[config.mk]
export PLATFORM = sky130hd
export DESIGN_NAME = alu_stream_pipe
export DESIGN_NICKNAME = d
export VERILOG_FILES = /design/src/rtl/alu_pkg.sv /design/src/rtl/alu_exec.sv /design/src/rtl/alu_stream_pipe.sv
export SDC_FILE = /design/constraint.sdc
export NUM_CORES = 1
export LEC_CHECK = 0
export BUFFER_PORTS_ARGS = -buffer_cell sky130_fd_sc_hd__clkbuf_2
export CORE_MARGIN = 5
export CORE_UTILIZATION = 31
export DETAILED_ROUTE_END_ITERATION = 16
export GPL_TIMING_DRIVEN = 0
export PLACE_DENSITY = 0.6
export SLEW_MARGIN = 25
export SYNTH_ARGS = -nofsm -noshare
export SYNTH_HDL_FRONTEND = slang
export SYNTH_SLANG_ARGS = --single-unit
[constraint.sdc]
create_clock -name clk -period 7.4 [get_ports clk]
set_input_delay 0 -clock clk [delete_from_list [all_inputs] [get_ports clk]]
set_output_delay 0 -clock clk [all_outputs]
set_load 0.01 [all_outputs]
[src/rtl/alu_pkg.sv]
// Shared types and opcode decode for the streaming ALU pipeline.
// Decode maps the raw group-select and opcode fields onto a mode, an opcode selector and an error flag.
package alu_pkg;

    typedef enum logic [1:0] {MODE_ILLEGAL, MODE_A, MODE_B, MODE_INC} mode_e;
    typedef enum logic [2:0] {A_ADD, A_SUB, A_XOR, A_AND, A_OR, A_XNOR, A_SHL, A_ILL} a_op_e;
    typedef enum logic [1:0] {B_NAND, B_ADD, B_NOR, B_NEG} b_op_e;
    typedef enum logic [1:0] {INC_A, INC_B, DEC_A, DEC_B} inc_op_e;

    // sel carries a_op in MODE_A, otherwise {1'b0, b_op}
    typedef struct packed {
        mode_e      mode;
        logic [2:0] sel;
    } op_t;

    typedef struct packed {
        op_t  op;
        logic err;
    } dec_t;

    function automatic dec_t alu_decode(input logic a_en, input logic b_en,
                                        input logic [2:0] a_op, input logic [1:0] b_op);
        dec_t d;
        d.op.mode = MODE_ILLEGAL;
        d.op.sel  = a_op;
        d.err     = 1'b1;
        case ({a_en, b_en})
            2'b10: begin
                if (a_op_e'(a_op) != A_ILL) begin
                    d.op.mode = MODE_A;
                    d.err     = 1'b0;
                end
            end
            2'b01: begin
                d.op.mode = MODE_B;
                d.op.sel  = {1'b0, b_op};
                d.err     = 1'b0;
            end
            2'b11: begin
                d.op.mode = MODE_INC;
                d.op.sel  = {1'b0, b_op};
                d.err     = 1'b0;
            end
            default: ;
        endcase
        return d;
    endfunction

endpackage

[src/rtl/alu_exec.sv]
// Combinational ALU core: computes one result in OUT_WIDTH+1 bits, flags signed overflow.
// With ALU_SAT_EN defined, overflowing arithmetic clamps to the signed limits; otherwise it wraps.
module alu_exec
    import alu_pkg::*;
#(
    parameter int IN_WIDTH  = 5,
    parameter int OUT_WIDTH = 6
) (
    input  logic signed [IN_WIDTH-1:0]  a,
    input  logic signed [IN_WIDTH-1:0]  b,
    input  op_t                         op,
    output logic signed [OUT_WIDTH-1:0] c,
    output logic                        ovf
);

    localparam int EW = OUT_WIDTH + 1;

    logic signed [EW-1:0] ax, bx, r;
    logic                 arith;

    // Bitwise ops on sign-extended operands equal the sign-extended IN_WIDTH result
    assign ax = EW'(a);
    assign bx = EW'(b);

    always_comb begin
        r     = '0;
        arith = 1'b0;
        case (op.mode)
            MODE_A: begin
                case (a_op_e'(op.sel))
                    A_ADD:   begin r = ax + bx;  arith = 1'b1; end
                    A_SUB:   begin r = ax - bx;  arith = 1'b1; end
                    A_XOR:   r = ax ^ bx;
                    A_AND:   r = ax & bx;
                    A_OR:    r = ax | bx;
                    A_XNOR:  r = ~(ax ^ bx);
                    A_SHL:   begin r = ax <<< 1; arith = 1'b1; end
                    default: r = '0;
                endcase
            end
            MODE_B: begin
                case (b_op_e'(op.sel[1:0]))
                    B_NAND:  r = ~(ax & bx);
                    B_ADD:   begin r = ax + bx; arith = 1'b1; end
                    B_NOR:   r = ~(ax | bx);
                    default: begin r = -bx;     arith = 1'b1; end
                endcase
            end
            MODE_INC: begin
                arith = 1'b1;
                case (inc_op_e'(op.sel[1:0]))
                    INC_A:   r = ax + EW'(1);
                    INC_B:   r = bx + EW'(1);
                    DEC_A:   r = ax - EW'(1);
                    default: r = bx - EW'(1);
                endcase
            end
            default: r = '0;
        endcase
    end

    assign ovf = arith & (r[EW-1] ^ r[EW-2]);

`ifdef ALU_SAT_EN
    localparam logic signed [OUT_WIDTH-1:0] SMAX = {1'b0, {(OUT_WIDTH-1){1'b1}}};
    localparam logic signed [OUT_WIDTH-1:0] SMIN = {1'b1, {(OUT_WIDTH-1){1'b0}}};

    function automatic logic signed [OUT_WIDTH-1:0] sat(input logic signed [EW-1:0] v);
        return v[EW-1] ? SMIN : SMAX;
    endfunction

    assign c = ovf ? sat(r) : r[OUT_WIDTH-1:0];
`else
    assign c = r[OUT_WIDTH-1:0];
`endif

endmodule

[src/rtl/alu_stream_pipe.sv]
// Two-stage valid/ready ALU pipeline: S1 holds operands and decoded op, S2 holds the result.
// Optional ALU_SAT_EN macro selects saturating arithmetic inside alu_exec.
module alu_stream_pipe
    import alu_pkg::*;
#(
    parameter int IN_WIDTH  = 5,
    parameter int OUT_WIDTH = 6,
    parameter int CNT_WIDTH = 8
) (
    input  logic                        clk,
    input  logic                        rst_n,
    input  logic                        in_valid,
    output logic                        in_ready,
    input  logic signed [IN_WIDTH-1:0]  A,
    input  logic signed [IN_WIDTH-1:0]  B,
    input  logic                        a_en,
    input  logic                        b_en,
    input  logic [2:0]                  a_op,
    input  logic [1:0]                  b_op,
    input  logic                        ALU_en,
    output logic                        out_valid,
    input  logic                        out_ready,
    output logic signed [OUT_WIDTH-1:0] C,
    output logic                        out_err,
    output logic                        out_ovf,
    output logic [CNT_WIDTH-1:0]        op_count
);

    if (OUT_WIDTH < IN_WIDTH) begin : g_width_check
        $error("alu_stream_pipe: OUT_WIDTH must be >= IN_WIDTH");
    end

    logic                        vld_p1, vld_p2;
    logic signed [IN_WIDTH-1:0]  a_p1, b_p1;
    dec_t                        dec_p1;
    dec_t                        dec_in;
    logic signed [OUT_WIDTH-1:0] c_p2, c_ex;
    logic                        err_p2, ovf_p2, ovf_ex;
    logic                        s2_ready;

    assign dec_in   = alu_decode(a_en, b_en, a_op, b_op);
    assign s2_ready = ~vld_p2 | out_ready;
    assign in_ready = ~vld_p1 | s2_ready;

    // ---- stage 1: operand/op capture (ALU_en=0 beats are consumed here) ----
    always_ff @(posedge clk) begin
        if (in_valid && in_ready && ALU_en) begin
            a_p1   <= A;
            b_p1   <= B;
            dec_p1 <= dec_in;
        end
    end

    alu_exec #(
        .IN_WIDTH  (IN_WIDTH),
        .OUT_WIDTH (OUT_WIDTH)
    ) u_exec (
        .a   (a_p1),
        .b   (b_p1),
        .op  (dec_p1.op),
        .c   (c_ex),
        .ovf (ovf_ex)
    );

    // ---- stage 2: result register, output handshake and counter ----
    always_ff @(posedge clk or negedge rst_n) begin
        if (!rst_n) begin
            vld_p1   <= 1'b0;
            vld_p2   <= 1'b0;
            c_p2     <= '0;
            err_p2   <= 1'b0;
            ovf_p2   <= 1'b0;
            op_count <= '0;
        end else begin
            if (in_ready) begin
                vld_p1 <= in_valid & ALU_en;
            end
            if (s2_ready) begin
                vld_p2 <= vld_p1;
                if (vld_p1) begin
                    c_p2   <= c_ex;
                    err_p2 <= dec_p1.err;
                    ovf_p2 <= ovf_ex;
                end
            end
            if (vld_p2 && out_ready) begin
                op_count <= op_count + CNT_WIDTH'(1);
            end
        end
    end

    assign out_valid = vld_p2;
    assign C         = c_p2;
    assign out_err   = err_p2;
    assign out_ovf   = ovf_p2;

endmodule

# After elaboration in Yosys (flattened, before gate mapping)
# Index checks and enable logic that the tools add are counted.
[totals]
reg_bits = 34
in_bits = 22
out_inout_bits = 18
word_cells = 69
[classes]
n_addsub = 8
n_eq_ne = 15
n_mux = 12
bitwise_logic = 13
reduce_logical = 9
[op_table]
columns = ["cell", "count"]
rows = [
  ["one-hot mux 7 bit (3 select lines)", 3],
  ["one-hot mux 7 bit (7 select lines)", 1],
  ["inverter 7 bit", 3],
  ["adder 5 x 2 -> 6 bit (second input constant)", 2],
  ["subtractor 5 x 2 -> 6 bit (second input constant)", 2],
  ["equality test 2 bit (second input constant)", 5],
  ["equality test 3 bit (second input constant)", 3],
  ["adder 8 x 1 -> 8 bit (second input constant)", 1],
  ["negation 5 -> 7 bit", 1],
  ["adder 5 x 5 -> 6 bit", 1],
  ["equality test 2 x 1 -> 1 bit (second input constant)", 3],
  ["equality test 3 x 2 -> 1 bit (second input constant)", 2],
  ["one-hot mux 2 bit (3 select lines)", 1],
  ["subtractor 5 x 5 -> 6 bit", 1],
  ["bitwise AND 5 bit", 1],
  ["bitwise OR 5 bit", 1],
  ["XOR 5 bit", 1],
  ["two-way mux 1 bit", 4],
  ["OR reduction 2 bit", 2],
  ["equality test 3 x 1 -> 1 bit (second input constant)", 1],
  ["logical AND 1 bit", 3],
  ["zero test 3 bit", 1],
  ["inequality test 3 bit (second input constant)", 1],
  ["one-hot mux 1 bit (3 select lines)", 1],
  ["other kinds (9)", 12],
]

# Longest topological paths before layout
[depth]
word_depth = 6
depth_mapped = 10
depth_no_buf = 9

# Hierarchy
# A second synthesis with hierarchy kept.
[unflattened]
hier_cells = 291
area_unflattened_um2 = 2850.2
[modules_own_cells]
columns = ["module", "instances", "cells_per_inst", "area_each_um2", "seq_area_each_um2"]
rows = [
  ["alu_exec", 1, 215, 1595.3, 0.0],
  ["alu_stream_pipe", 1, 76, 1255.0, 930.9],
]

# Least setup slack after synthesis
# Ideal clock, no wire load.
[synth_path]
path_kind = "flip-flop to flip-flop"
start = "reg dec_p1[1] in the netlist's numbering"
end = "reg c_p2[4], in the netlist C[4]"
setup_ps = 129
arrival_time_ps = 2298
required_ps = 7271
slack_ps = 4973
stages_incl_launch_ff = 11
path_buffers = 3
synth_period_minus_slack_ps = 2427
path_cell_list = "edfxtp_1 -> buf_4 -> buf_4 -> buf_2 -> nand2_1 -> fa_1 -> nand3_1 -> nand2_1 -> or3_1 -> and4_1 -> a2111o_1"
[synth_between]
elab_chain_len = 3
word_cells_on_any_way = 14
cone_classes = "8 x eq/ne; 4 x mux; 2 x reduce/logical"
[synth_rtl]
columns = ["element", "line", "text"]
rows = [
  ["start, declared", "alu_stream_pipe.sv:35", "dec_t dec_p1;"],
  ["start signal, assigned", "alu_stream_pipe.sv:50", "dec_p1 <= dec_in;"],
  ["equality test 3 bit (tied with other cells)", "alu_exec.sv:30", "case (a_op_e'(op.sel))"],
  ["one-hot mux 7 bit (7 select lines) (tied with other cells)", "alu_exec.sv:30", ""],
  ["one-hot mux 7 bit (3 select lines) (*)", "alu_exec.sv:28", "case (op.mode)"],
  ["end signal, assigned", "alu_stream_pipe.sv:70", "c_p2 <= '0;"],
  ["end signal, assigned", "alu_stream_pipe.sv:81", "c_p2 <= c_ex;"],
  ["end, declared", "alu_stream_pipe.sv:37", "logic signed [OUT_WIDTH-1:0] c_p2, c_ex;"],
]
# Mark *: on every way between the ends. The rest lies on a longest branch, timed or not.
# A chain may end at the register's enable or synchronous reset.

# Worst setup path after layout
[layout_path]
start = "reg b_p1[0]"
end = "reg c_p2[4], in the netlist C[4]"
[layout_between]
elab_chain_len = 3
word_cells_on_any_way = 9
cone_classes = "5 x add/sub; 4 x mux"
[layout_rtl]
columns = ["element", "line", "text"]
rows = [
  ["start, declared", "alu_stream_pipe.sv:34", "logic signed [IN_WIDTH-1:0] a_p1, b_p1;"],
  ["start signal, assigned", "alu_stream_pipe.sv:49", "b_p1 <= B;"],
  ["subtractor 5 x 5 -> 6 bit (tied with other cells)", "alu_exec.sv:32", "A_SUB: begin r = ax - bx; arith = 1'b1; end"],
  ["one-hot mux 7 bit (7 select lines) (tied with other cells)", "alu_exec.sv:30", ""],
  ["one-hot mux 7 bit (3 select lines) (*)", "alu_exec.sv:28", ""],
]
# Marked as above.

==> qor.yml <==
drtIter0Drc: 135
worstPathRequired_ns: 7.64
r2r_setup_slack_ns: 4.55
use_met2_pct: 23.72
status: "finished, final reports clean"
cts_inserted_buffers: 5
place_worst_setup_slack_ns: 4.563
synth_edf_count: 16
grt_pass1_wl_um: 12890
ios: 40
std_cell_rows: 35
min-delay-start: "b_op[0]"
first_pass_iters: 4
arrival_ns: 3.09
coreArea_um2: 9065
synth_seq_cells: 34
critPathMaxStageDelay_ns: 0.63
cts_tree: "yes"
endpoint_kind: "register"
grt_pass1_vias: 2551
nets: 409
slowest_stage: "edfxtp_1"
fin_crit_sh_pct: 38.55
r2r-start: "b_p1[0]"
drtAntennaViolNets: 0
track_usage_pct: 14.32
worstMarginPinSlew_ns: 0.8024
use_met3_pct: 1.837
relSlewSlack_pct: 46.15
finalHoldViolCount: 0
timing.hold.ws_ns: 0.01931
avgRoutedWirePerCell_um: 16.47
holdPathStages: 2
worstPathCellList: "ha_1, inv_1, fa_1, nand2b_1, a21oi_1, mux2_2, a2111oi_0, a2111o_1"
fin_ws_ns: 4.548
clk_latency_ns: 0.29
drc: 0
synth_top_area_share_pct: 16.94
syn-num-nets: 349
drive_above_1_share_pct: 20.89
layout_commonest_cell: "clkbuf_2"
finalSetupTns_ns: 0
finalCriticalPeriod_ns: 2.853
synthMuxAreaShare_pct: 7.543
cp-startpoint: "b_p1[0]"
maxCapViolCount: 0
power_density_nw_per_um2: 184.4
synth_compound_area_share_pct: 17.25
leakage_nw: 1.503
worstSetupEndpoint: "C[4]"
final_cell_mix: "clkbuf_2, nor2_1, ha_1"
cts_root_buf: "clkbuf_8"
post_cts_buffers: 0
die_x_um: 105.7
synth_cell_type_count: 64
synth_xor_area_share_pct: 4.632
path_class: "reg -> reg"
yosysWarnings: 0
met1_usage_pct: 18.83
routabilityCongestion: 0.9444
grt_max_degree: 19
max-vdd-ir-drop_mv: 0.09208
synthCells: 298
max_freq_mhz: 350.6
antenna_found_initial: 0
p_total_uw: 635.8
fillers: 896
routed_wl_um: 7743
hold_path_class: "in -> reg"
fin_area_um2: 3447
async_reset_ff_share_pct: 52.94
overflow: 0
synth-simple-area-share_pct: 18.61
clk_pin_slew_ns: 0.08
crit_fanout: 10
synthAdderAreaFrac_pct: 13.85
syn_area_per_cell_um2: 9.518
cp-start-kind: "register"
synth_flop_cell: "dfrtp_1"
via_per_inst: 5.349
place_area_um2: 3184
r2r_cells: 8
synth.area.top_cells: "edfxtp_1, dfrtp_1, ha_1"
vias: 2514
io_buffers: 39
diodes: 0
clock-sinks: 34
syn-cell-area_um2: 2836
area_delta_synth_final_pct: 21.53
yosysTopAreaCell: "edfxtp_1"
cts_htree_levels: 2
worst_clock_skew_ns: 0.008447
rr_endpoint: "C[4]"
rsz0062_at_grt: "false"
fp.dieH_um: 105.7
start_util_pct: 31.29
dp_hpwl_um: 5996
die_area_um2: 11160
cts-hold-fix-buffers: 13
ctsResizeCount: 0
grt-busiest-layer: "met2"
finalMaxSlewViolations: 0
synth_top_family_by_area: "simple AND/OR/NAND/NOR gates"
synth-seq-area-share_pct: 32.82
finalSetupViolCount: 0
clockBufferDepth: 2
## cell usage after synthesis, types with 6 or more instances
master and n:
a21oi_1 10, buf_2 6, dfrtp_1 18, edfxtp_1 16
ha_1 25, inv_1 20, mux2_2 7, mux2i_1 9
nand2_1 20, nand2b_1 9, nand3_1 9, nor2_1 27
nor2b_1 7, nor3_1 10, o21ai_0 10, xnor2_1 9
xor2_1 6
## sequential cells by signal, summed over array words and instances, names as in the netlist
| register | cells |
|---|---|
| dec_p1 | 6 |
| C | 6 |
| out_valid | 1 |
| out_err | 1 |
| a_p1 | 5 |
| b_p1 | 5 |
| out_ovf | 1 |
| vld_p1 | 1 |
| op_count | 8 |
## final cells by class
class | instances | area [um^2] | area share, %
Multi-Input combinational cell | 230 | 1758 | 51.00
Sequential cell | 34 | 930.9 | 27.01
Timing Repair Buffer | 53 | 336.6 | 9.764
Tap cell | 111 | 138.9 | 4.029
Clock buffer | 8 | 132.6 | 3.848
Buffer | 14 | 75.07 | 2.178
Inverter | 20 | 75.07 | 2.178
## worst max-delay path: cells and delay by family, from the launching register on
family / cells / cell delay, ns
simple gates: 1 / 0.16
mux: 1 / 0.36
buf+inv: 1 / 0.09
flops: 1 / 0.63
fa+ha+maj: 2 / 0.71
compound gates: 3 / 0.85
## worst min-delay path by stage
stage / to / slack [ns]
finish: dec_p1[1] / 0.02
global route: dec_p1[1] / 0.02
CTS: dec_p1[1] / 0.02
detailed placement: op_count[7] / -0.04
global placement: op_count[7] / -0.04
floorplan: C[0] / -0.30
## through the flow
stage                     utilization (%)  cells
after floorplan                         -    298
after global placement              34.98    448
after detailed placement            35.13    449
after CTS                           38.03    470
after global routing                38.03    470
final                               38.03    470
## cells by family (layout without fill, tap and decap cells)
logic type | count (synthesis) | after routing
and+or+nand+nor | 103 | 103
AOI/OAI and AO/OA | 65 | 65
DFF | 34 | 34
buffers and inverters | 34 | 95
adders and majority gates | 29 | 29
muxes | 18 | 18
xor gates and xnor gates | 15 | 15
## power breakdown
group	switching [mW]	internal (mW)	total, mW	leakage, nW
registers	0.0308	0.228	0.259	0.374
logic	0.0986	0.0863	0.185	1.06
clock network	0.0749	0.117	0.192	0.0678
## per-layer routing
layer | share of wire, % | wire length, um | vias to the layer above
met3 | 5.4 | 419 | 24
met1 | 43 | 3368 | 1196
met5 | 0 | 0 | -
li1 | - | - | 1209
met4 | 3.6 | 280 | 0
met2 | 47 | 3674 | 85
No activity file was read; power rests on OpenSTA's default activity.
